===== src/rtl/bcd_seg_pkg.sv =====
// Shared constants and types for the multiplexed BCD seven-segment display.
package bcd_seg_pkg;
  localparam int NUM_DIGITS = 4;
  localparam logic [6:0] SEG_BLANK = 7'b1111111;
  localparam logic [6:0] SEG_DASH  = 7'b0111111;
  typedef logic [1:0] digit_idx_t;
endpackage


===== src/rtl/bcd_seg_display_seg7_decode.sv =====
// Nibble to active-low {g,f,e,d,c,b,a} segment decoder; non-BCD nibbles show a dash.
module seg7_decode
  import bcd_seg_pkg::*;
(
  input  logic [3:0] nibble,
  output logic [6:0] seg
);
  always_comb begin
    seg = SEG_DASH;
    case (nibble)
      4'd0: seg = 7'b1000000;
      4'd1: seg = 7'b1111001;
      4'd2: seg = 7'b0100100;
      4'd3: seg = 7'b0110000;
      4'd4: seg = 7'b0011001;
      4'd5: seg = 7'b0010010;
      4'd6: seg = 7'b0000010;
      4'd7: seg = 7'b1111000;
      4'd8: seg = 7'b0000000;
      4'd9: seg = 7'b0010000;
      default: seg = SEG_DASH;
    endcase
  end
endmodule


===== src/rtl/bcd_seg_display.sv =====
// Four-digit multiplexed BCD seven-segment driver with registered outputs.
// Optional leading-zero blanking: define LEADING_ZERO_BLANK_EN.
module bcd_seg_display
  import bcd_seg_pkg::*;
#(
  parameter int REFRESH_DIV = 100000
) (
  input  logic                  clk,
  input  logic                  reset,
  input  logic                  bcd_valid,
  input  logic [15:0]           bcd,
  output logic [6:0]            seg,
  output logic [NUM_DIGITS-1:0] an,
  output logic                  dp,
  output logic                  bcd_err
);
  localparam int CW = (REFRESH_DIV > 1) ? $clog2(REFRESH_DIV) : 1;

  logic [15:0]   cap;
  logic [CW-1:0] cnt;
  digit_idx_t    idx;
  logic          tick;
  logic [3:0]    nibble;
  logic [6:0]    seg_dec;
  logic          blank;
  logic          err_c;

  assign tick   = (cnt == CW'(REFRESH_DIV - 1));
  assign nibble = cap[idx*4 +: 4];
  assign dp     = 1'b1;

  seg7_decode u_dec (.nibble(nibble), .seg(seg_dec));

`ifdef LEADING_ZERO_BLANK_EN
  // A digit blanks only when it and every higher digit are zero; ones never blanks.
  always_comb begin
    blank = 1'b0;
    case (idx)
      2'd1:    blank = (cap[15:4]  == 12'd0);
      2'd2:    blank = (cap[15:8]  == 8'd0);
      2'd3:    blank = (cap[15:12] == 4'd0);
      default: blank = 1'b0;
    endcase
  end
`else
  assign blank = 1'b0;
`endif

  always_comb begin
    err_c = 1'b0;
    for (int i = 0; i < NUM_DIGITS; i++)
      if (cap[i*4 +: 4] > 4'd9) err_c = 1'b1;
  end

  // Outputs derive from registered idx/cap, so a capture coinciding with a
  // tick lands together with the new digit select: no stale-digit glitch.
  always_ff @(posedge clk) begin
    if (reset) begin
      cap     <= '0;
      cnt     <= '0;
      idx     <= '0;
      seg     <= SEG_BLANK;
      an      <= '1;
      bcd_err <= 1'b0;
    end else begin
      if (bcd_valid) cap <= bcd;
      if (tick) begin
        cnt <= '0;
        idx <= idx + 1'b1;
      end else begin
        cnt <= cnt + 1'b1;
      end
      seg     <= blank ? SEG_BLANK : seg_dec;
      an      <= ~(NUM_DIGITS'(1) << idx);
      bcd_err <= err_c;
    end
  end
endmodule


===== config.mk =====
export PLATFORM = sky130hd
export DESIGN_NAME = bcd_seg_display
export DESIGN_NICKNAME = d
export VERILOG_FILES = /design/src/rtl/bcd_seg_pkg.sv /design/src/rtl/bcd_seg_display_seg7_decode.sv /design/src/rtl/bcd_seg_display.sv
export SDC_FILE = /design/constraint.sdc
export NUM_CORES = 1
export LEC_CHECK = 0
export CAP_MARGIN = 20
export CORE_MARGIN = 3
export CORE_UTILIZATION = 45
export DETAILED_ROUTE_END_ITERATION = 7
export GPL_ROUTABILITY_DRIVEN = 0
export PLACE_DENSITY = 0.73
export SYNTH_ARGS = -nofsm -noshare
export SYNTH_HDL_FRONTEND = slang
export SYNTH_SLANG_ARGS = --single-unit
export TNS_END_PERCENT = 100

===== constraint.sdc =====
create_clock -name clk -period 1.9 [get_ports clk]
set_input_delay 0.475 -clock clk [delete_from_list [all_inputs] [get_ports clk]]
set_output_delay 0.475 -clock clk [all_outputs]
set_load 0.01 [all_outputs]

==> flow_summary.yaml, run 1 <==
pwr:
  power_frac_clock: 0.370
  netSwitchingFraction: 0.217
  p_total_w: 0.00201
  powerDensity_nw_per_um2: 788
  p_sw_w: 0.000436
  p_comb_frac: 0.108
  power.leakage_nw: 1.02
  power_frac_seq: 0.522
  vdd_drop_max_uv: 595
  power.internal_w: 0.00158
clock_tree:
  clockRootBuffer: "clkbuf_8"
  post_cts_buffers: 0
  cts.htree.levels: 2
  cts_tree: "yes"
  cts_resized: 0
  postCtsHoldBufs: 0
  clkTransAtPathRegs_ns: 0.08
  clkSinkCount: 47
  worstSkewPairLatency_ns: 0.30
  cts_max_path_buffers: 2
  cts_buffers: 5
die:
  initial_core_util: 0.473
  ioPinCount: 32
  die_h_um: 74.1
  coreArea_sq_um: 4410
  die_x_um: 74.1
  core.rowCount: 24
  fp.dieArea_sq_um: 5490
setup_path:
  required_ns: 2.09
  path_class: "flip-flop to flip-flop"
  cp-end-kind: "flip-flop"
  rr_startpoint: "idx[0]"
  rrSetupSlack_ns: 0.17
  crit_fanout: 10
  crit_path_start: "idx[0]"
  arrival_ns: 1.92
  r2r_cells: 5
  setup.worst_path.start_class: "flip-flop"
  timing.rr.end: "seg[3]"
layout:
  nFillCells: 392
  synthToLayoutAreaGrowth_pct: 22.3
  stdcell_area_sq_um: 2550
  fin_nets: 269
  drive_above_1_share: 0.108
  diodes: 0
  final_cell_mix: "dfxtp_1, nor2_1, clkdlybuf4s50_1"
  final_common_cell: "dfxtp_1"
global_route:
  antenna_found_initial: 0
  grt_use_total: 0.152
  gr-total-overflow: 0
  grt_pass1_vias: 1378
  grt_pass1_wl_um: 6310
  grt_max_degree: 20
sta:
  fmax_ghz: 0.578
  period_share: 0.910
  finalSetupViolCount: 0
  finalClockSkew_ns: 0.00337
  rsz0062_at_grt: "false"
  setup_tns_ns: 0
  min_period_ns: 1.73
  hold_viol: 0
  maxSlewViolCount: 0
route:
  vias_per_cell: 5.18
  first_pass_iters: 4
  vias: 1519
  totalWireLength_um: 3740
  drt_iter0_drc: 132
  wl_per_cell_um: 12.8
  drcViolationCount: 0
  drtAntennaViolNets: 0
synthesis:
  seq_area_frac_synth: 0.451
  syn_area_per_cell_sq_um: 10.0
  syn-num-nets: 237
  synth-warning-count: 0
  ys_types: 33
  syn_inst: 208
  synth_area_sq_um: 2090
  synth-seq-cells: 47
run_status:
  status: "completed"
placement:
  portBuffers: 30
  place_area_sq_um: 2440
  dp_hpwl_um: 2710
min_path:
  hold_path_startpoint: "cnt[0]"
  holdCritPathClass: "flip-flop to flip-flop"
  holdPathEnd: "cnt[0]"
  worstHoldPathCells: 1
run:
  drv_cap: 0
## critical path, stage by stage (launching register included)
cell and delay [ns]:
dfxtp_2 0.39, buf_4 0.14, mux4_2 0.62, o21a_4 0.27, nor2_8 0.13, o21ai_2 0.07
## area by class of cell
type,count,area (sq um),share of cell area
timing repair buffer,36,358,0.140
inverter,8,30.0,0.0118
sequential,47,942,0.369
clock inverter,2,35.0,0.0137
tap,52,65.1,0.0255
clock buffer,6,82.6,0.0324
multi-input combinational,142,1040,0.407
## registers in the layout, indices dropped and copies added (netlist names)
register  flops
an            4
cap          16
cnt          17
seg           7
idx           2
bcd_err       1
## power by group through the flow
stage	logic, W	clock network (W)	registers, W
3_3_place_gp	0.000214	0	0.00107
2_1_floorplan	0.000119	0	0.00107
6_report	0.000218	0.000744	0.00105
3_5_place_dp	0.000219	0	0.00107
4_1_cts	0.000220	0.000766	0.00105
5_1_grt	0.000242	0.000802	0.00106
## synth_stat cells
library cell | n | share of area
nand2b_4 | 1 | 0.0066
clkbuf_1 | 3 | 0.0054
o21a_4 | 1 | 0.0072
xor2_1 | 9 | 0.038
a21oi_1 | 7 | 0.017
inv_1 | 8 | 0.014
mux4_1 | 1 | 0.013
and4b_1 | 1 | 0.0048
o21ai_0 | 12 | 0.029
nand2_2 | 1 | 0.0030
o21ai_2 | 3 | 0.013
nand3_1 | 3 | 0.0072
mux2i_1 | 19 | 0.091
nand2b_1 | 6 | 0.018
and2_1 | 1 | 0.0030
nand4_1 | 8 | 0.024
buf_6 | 3 | 0.016
nor2_8 | 1 | 0.0096
nor3b_1 | 1 | 0.0036
buf_4 | 1 | 0.0036
nor2_1 | 31 | 0.056
nand2_1 | 8 | 0.014
dfxtp_1 | 47 | 0.45
ha_1 | 10 | 0.060
and3_1 | 3 | 0.0090
a41oi_1 | 1 | 0.0042
conb_1 | 1 | 0.0018
or3_1 | 5 | 0.015
mux4_2 | 3 | 0.032
buf_2 | 4 | 0.0096
xnor2_1 | 2 | 0.0084
and4_1 | 1 | 0.0042
nor4b_1 | 2 | 0.0084
## kinds of logic (layout without fill, tap and decap cells)
family | after synthesis | in the layout | share of synthesized area
other | 1 | 1 | 0.00180
multiplexers | 23 | 23 | 0.136
buffers and inverters | 19 | 52 | 0.0492
XOR/XNOR | 11 | 11 | 0.0462
AND/OR/NAND/NOR | 73 | 73 | 0.186
adder cells (fa/ha/maj) | 10 | 10 | 0.0600
flip-flops | 47 | 47 | 0.451
AO/OA/AOI/OAI | 24 | 24 | 0.0695
## routing by layer
metal,up-vias,GRT usage,routed length (um)
li1,772,-,-
met1,709,0.203,1790
met2,32,0.233,1730
met3,6,0.0405,157
met4,0,0.0604,70
met5,-,0,0
## per-stage QoR
stage	std cells	hold slack (ns)	setup WS [ns]	utilization
after detailed placement	285	0.440	0.0679	0.552
after global routing	293	0.478	0.0468	0.578
after floorplan	208	0.413	0.116	-
after CTS	293	0.452	0.0473	0.579
final	293	0.456	0.170	0.578
after global placement	285	0.427	0.139	0.552
## worst max path at each step
stage                   end  depth (start not counted)
CTS                  seg[4]                          6
global route        cnt[16]                          6
global placement     seg[4]                          6
detailed placement   seg[4]                          6
finish               seg[3]                          5
floorplan            seg[4]                          7
Power figures use the tool's default switching activity.
==> run 2, diff against run 1 <==
Settings changed: GPL_TIMING_DRIVEN set to 0.
==> flow_summary.yaml, run 2 (synthesis gave the netlist of run 1 again) <==
sta:
  setup_tns_ns: 0
  min_period_ns: 1.77
  finalClockSkew_ns: 0.00640
  period_share: 0.932
  maxSlewViolCount: 0
  rsz0062_at_grt: "false"
  finalSetupViolCount: 0
  fmax_ghz: 0.565
  hold_viol: 0
layout:
  fin_cells: 297
  finalCoreUtilization: 0.576
  largestRegisters: "cnt: 17 flops, cap: 16 flops, seg: 7 flops"
  largest_reg_flops: 17
  multi_input_area_sq_um: 1050
  largest-register: "cnt"
  drive_above_1_share: 0.122
  fin_nets: 274
  stdcell_area_sq_um: 2540
  synthToLayoutAreaGrowth_pct: 21.8
  final_cell_mix: "dfxtp_1, nor2_1, clkdlybuf4s50_1"
  final_common_cell: "dfxtp_1"
  ff_latch_area_sq_um: 942
  nFillCells: 403
  diodes: 0
clock_tree:
  clockRootBuffer: "clkbuf_8"
  cts_buffers: 5
  clkSinkCount: 47
  postCtsHoldBufs: 0
  cts_tree: "yes"
  cts.htree.levels: 2
  cts_max_path_buffers: 2
  worstSkewPairLatency_ns: 0.30
  clkTransAtPathRegs_ns: 0.08
die:
  die_h_um: 74.1
  core.rowCount: 24
  coreArea_sq_um: 4410
  initial_core_util: 0.473
  die_x_um: 74.1
  ioPinCount: 32
  fp.dieArea_sq_um: 5490
setup_path:
  cpPeakStageDelay_ns: 0.56
  path_class: "flip-flop to flip-flop"
  worst-path-buf-inv: 2
  arrival_ns: 1.96
  crit_fanout: 5
  cp_top_family: "multiplexers"
  slowest_stage: "mux4_2"
  cp-end-kind: "flip-flop"
  required_ns: 2.09
  setup.worst_path.start_class: "flip-flop"
  path_cells: "buf_6 -> mux4_2 -> inv_2 -> ha_1 -> nand2b_4 -> nor3b_1 -> a21oi_1"
global_route:
  gr-total-overflow: 0
  grt_pass1_wl_um: 6180
  grt_pass1_vias: 1379
  antenna_found_initial: 0
  grt_use_total: 0.149
  grt_max_degree: 14
route:
  first_pass_iters: 4
  drt_iter0_drc: 73
  drcViolationCount: 0
  totalWireLength_um: 3520
  wl_per_cell_um: 11.8
  vias_per_cell: 4.98
  vias: 1480
  drtAntennaViolNets: 0
run:
  drv_cap: 0
placement:
  dpl.cell_count: 289
  portBuffers: 29
  place_area_sq_um: 2440
  dp_hpwl_um: 2580
pwr:
  power.leakage_nw: 1.03
  vdd_drop_max_uv: 696
  powerDensity_nw_per_um2: 736
run_status:
  status: "completed"
min_path:
  holdCritPathClass: "flip-flop to flip-flop"
==> run 2: cell type report <==
cell class	instances	share of cell area
multi-input combinational	142	0.412
sequential	47	0.371
tap	52	0.0256
buffer	11	0.0285
clock buffer	6	0.0325
timing repair buffer	30	0.117
inverter	8	0.0118
clock inverter	1	0.00197
==> run 2: timing repair <==
item | CTS | global route
gates resized for setup | 1 | 3
setup endpoints to repair | 1 | 13
setup buffers | 0 | 1
pin swaps | 0 | 1
==> run 2: per-layer routing <==
layer | part of all wire | global-route usage | wire [um] | up-vias
met5 | 0 | 0 | 0 | -
met4 | 0.020 | 0.0664 | 71 | 0
met3 | 0.050 | 0.0527 | 176 | 5
met2 | 0.42 | 0.216 | 1490 | 35
met1 | 0.51 | 0.200 | 1780 | 662
li1 | - | - | - | 778
==> run 2: final timing paths <==
path / end / start / cells past startpoint / slack [ns]
max: seg[4] / idx[0] / 7 / 0.13
min: cnt[0] / cnt[0] / 1 / 0.44
max reg2reg: seg[4] / idx[0] / 7 / 0.13
min reg2reg: cnt[0] / cnt[0] / 1 / 0.44
==> run 2: per-stage QoR <==
stage / worst slack, ns / hold WS [ns] / total power [W]
6_report: 0.130 / 0.444 / 0.00187
5_1_grt: 0.00394 / 0.481 / 0.00196
4_1_cts: 0.0352 / 0.446 / 0.00189
3_3_place_gp: -0.0177 / 0.425 / 0.00128
2_1_floorplan: 0.116 / 0.413 / 0.00119
3_5_place_dp: -0.0412 / 0.433 / 0.00129
==> run 2: where the power goes <==
part / total [W] / internal [W] / switching [W] / leakage, nW
Sequential: 0.00105 / 0.00103 / 0.0000210 / 0.386
Combinational: 0.000216 / 0.000123 / 0.0000934 / 0.594
Clock: 0.000606 / 0.000286 / 0.000321 / 0.0470
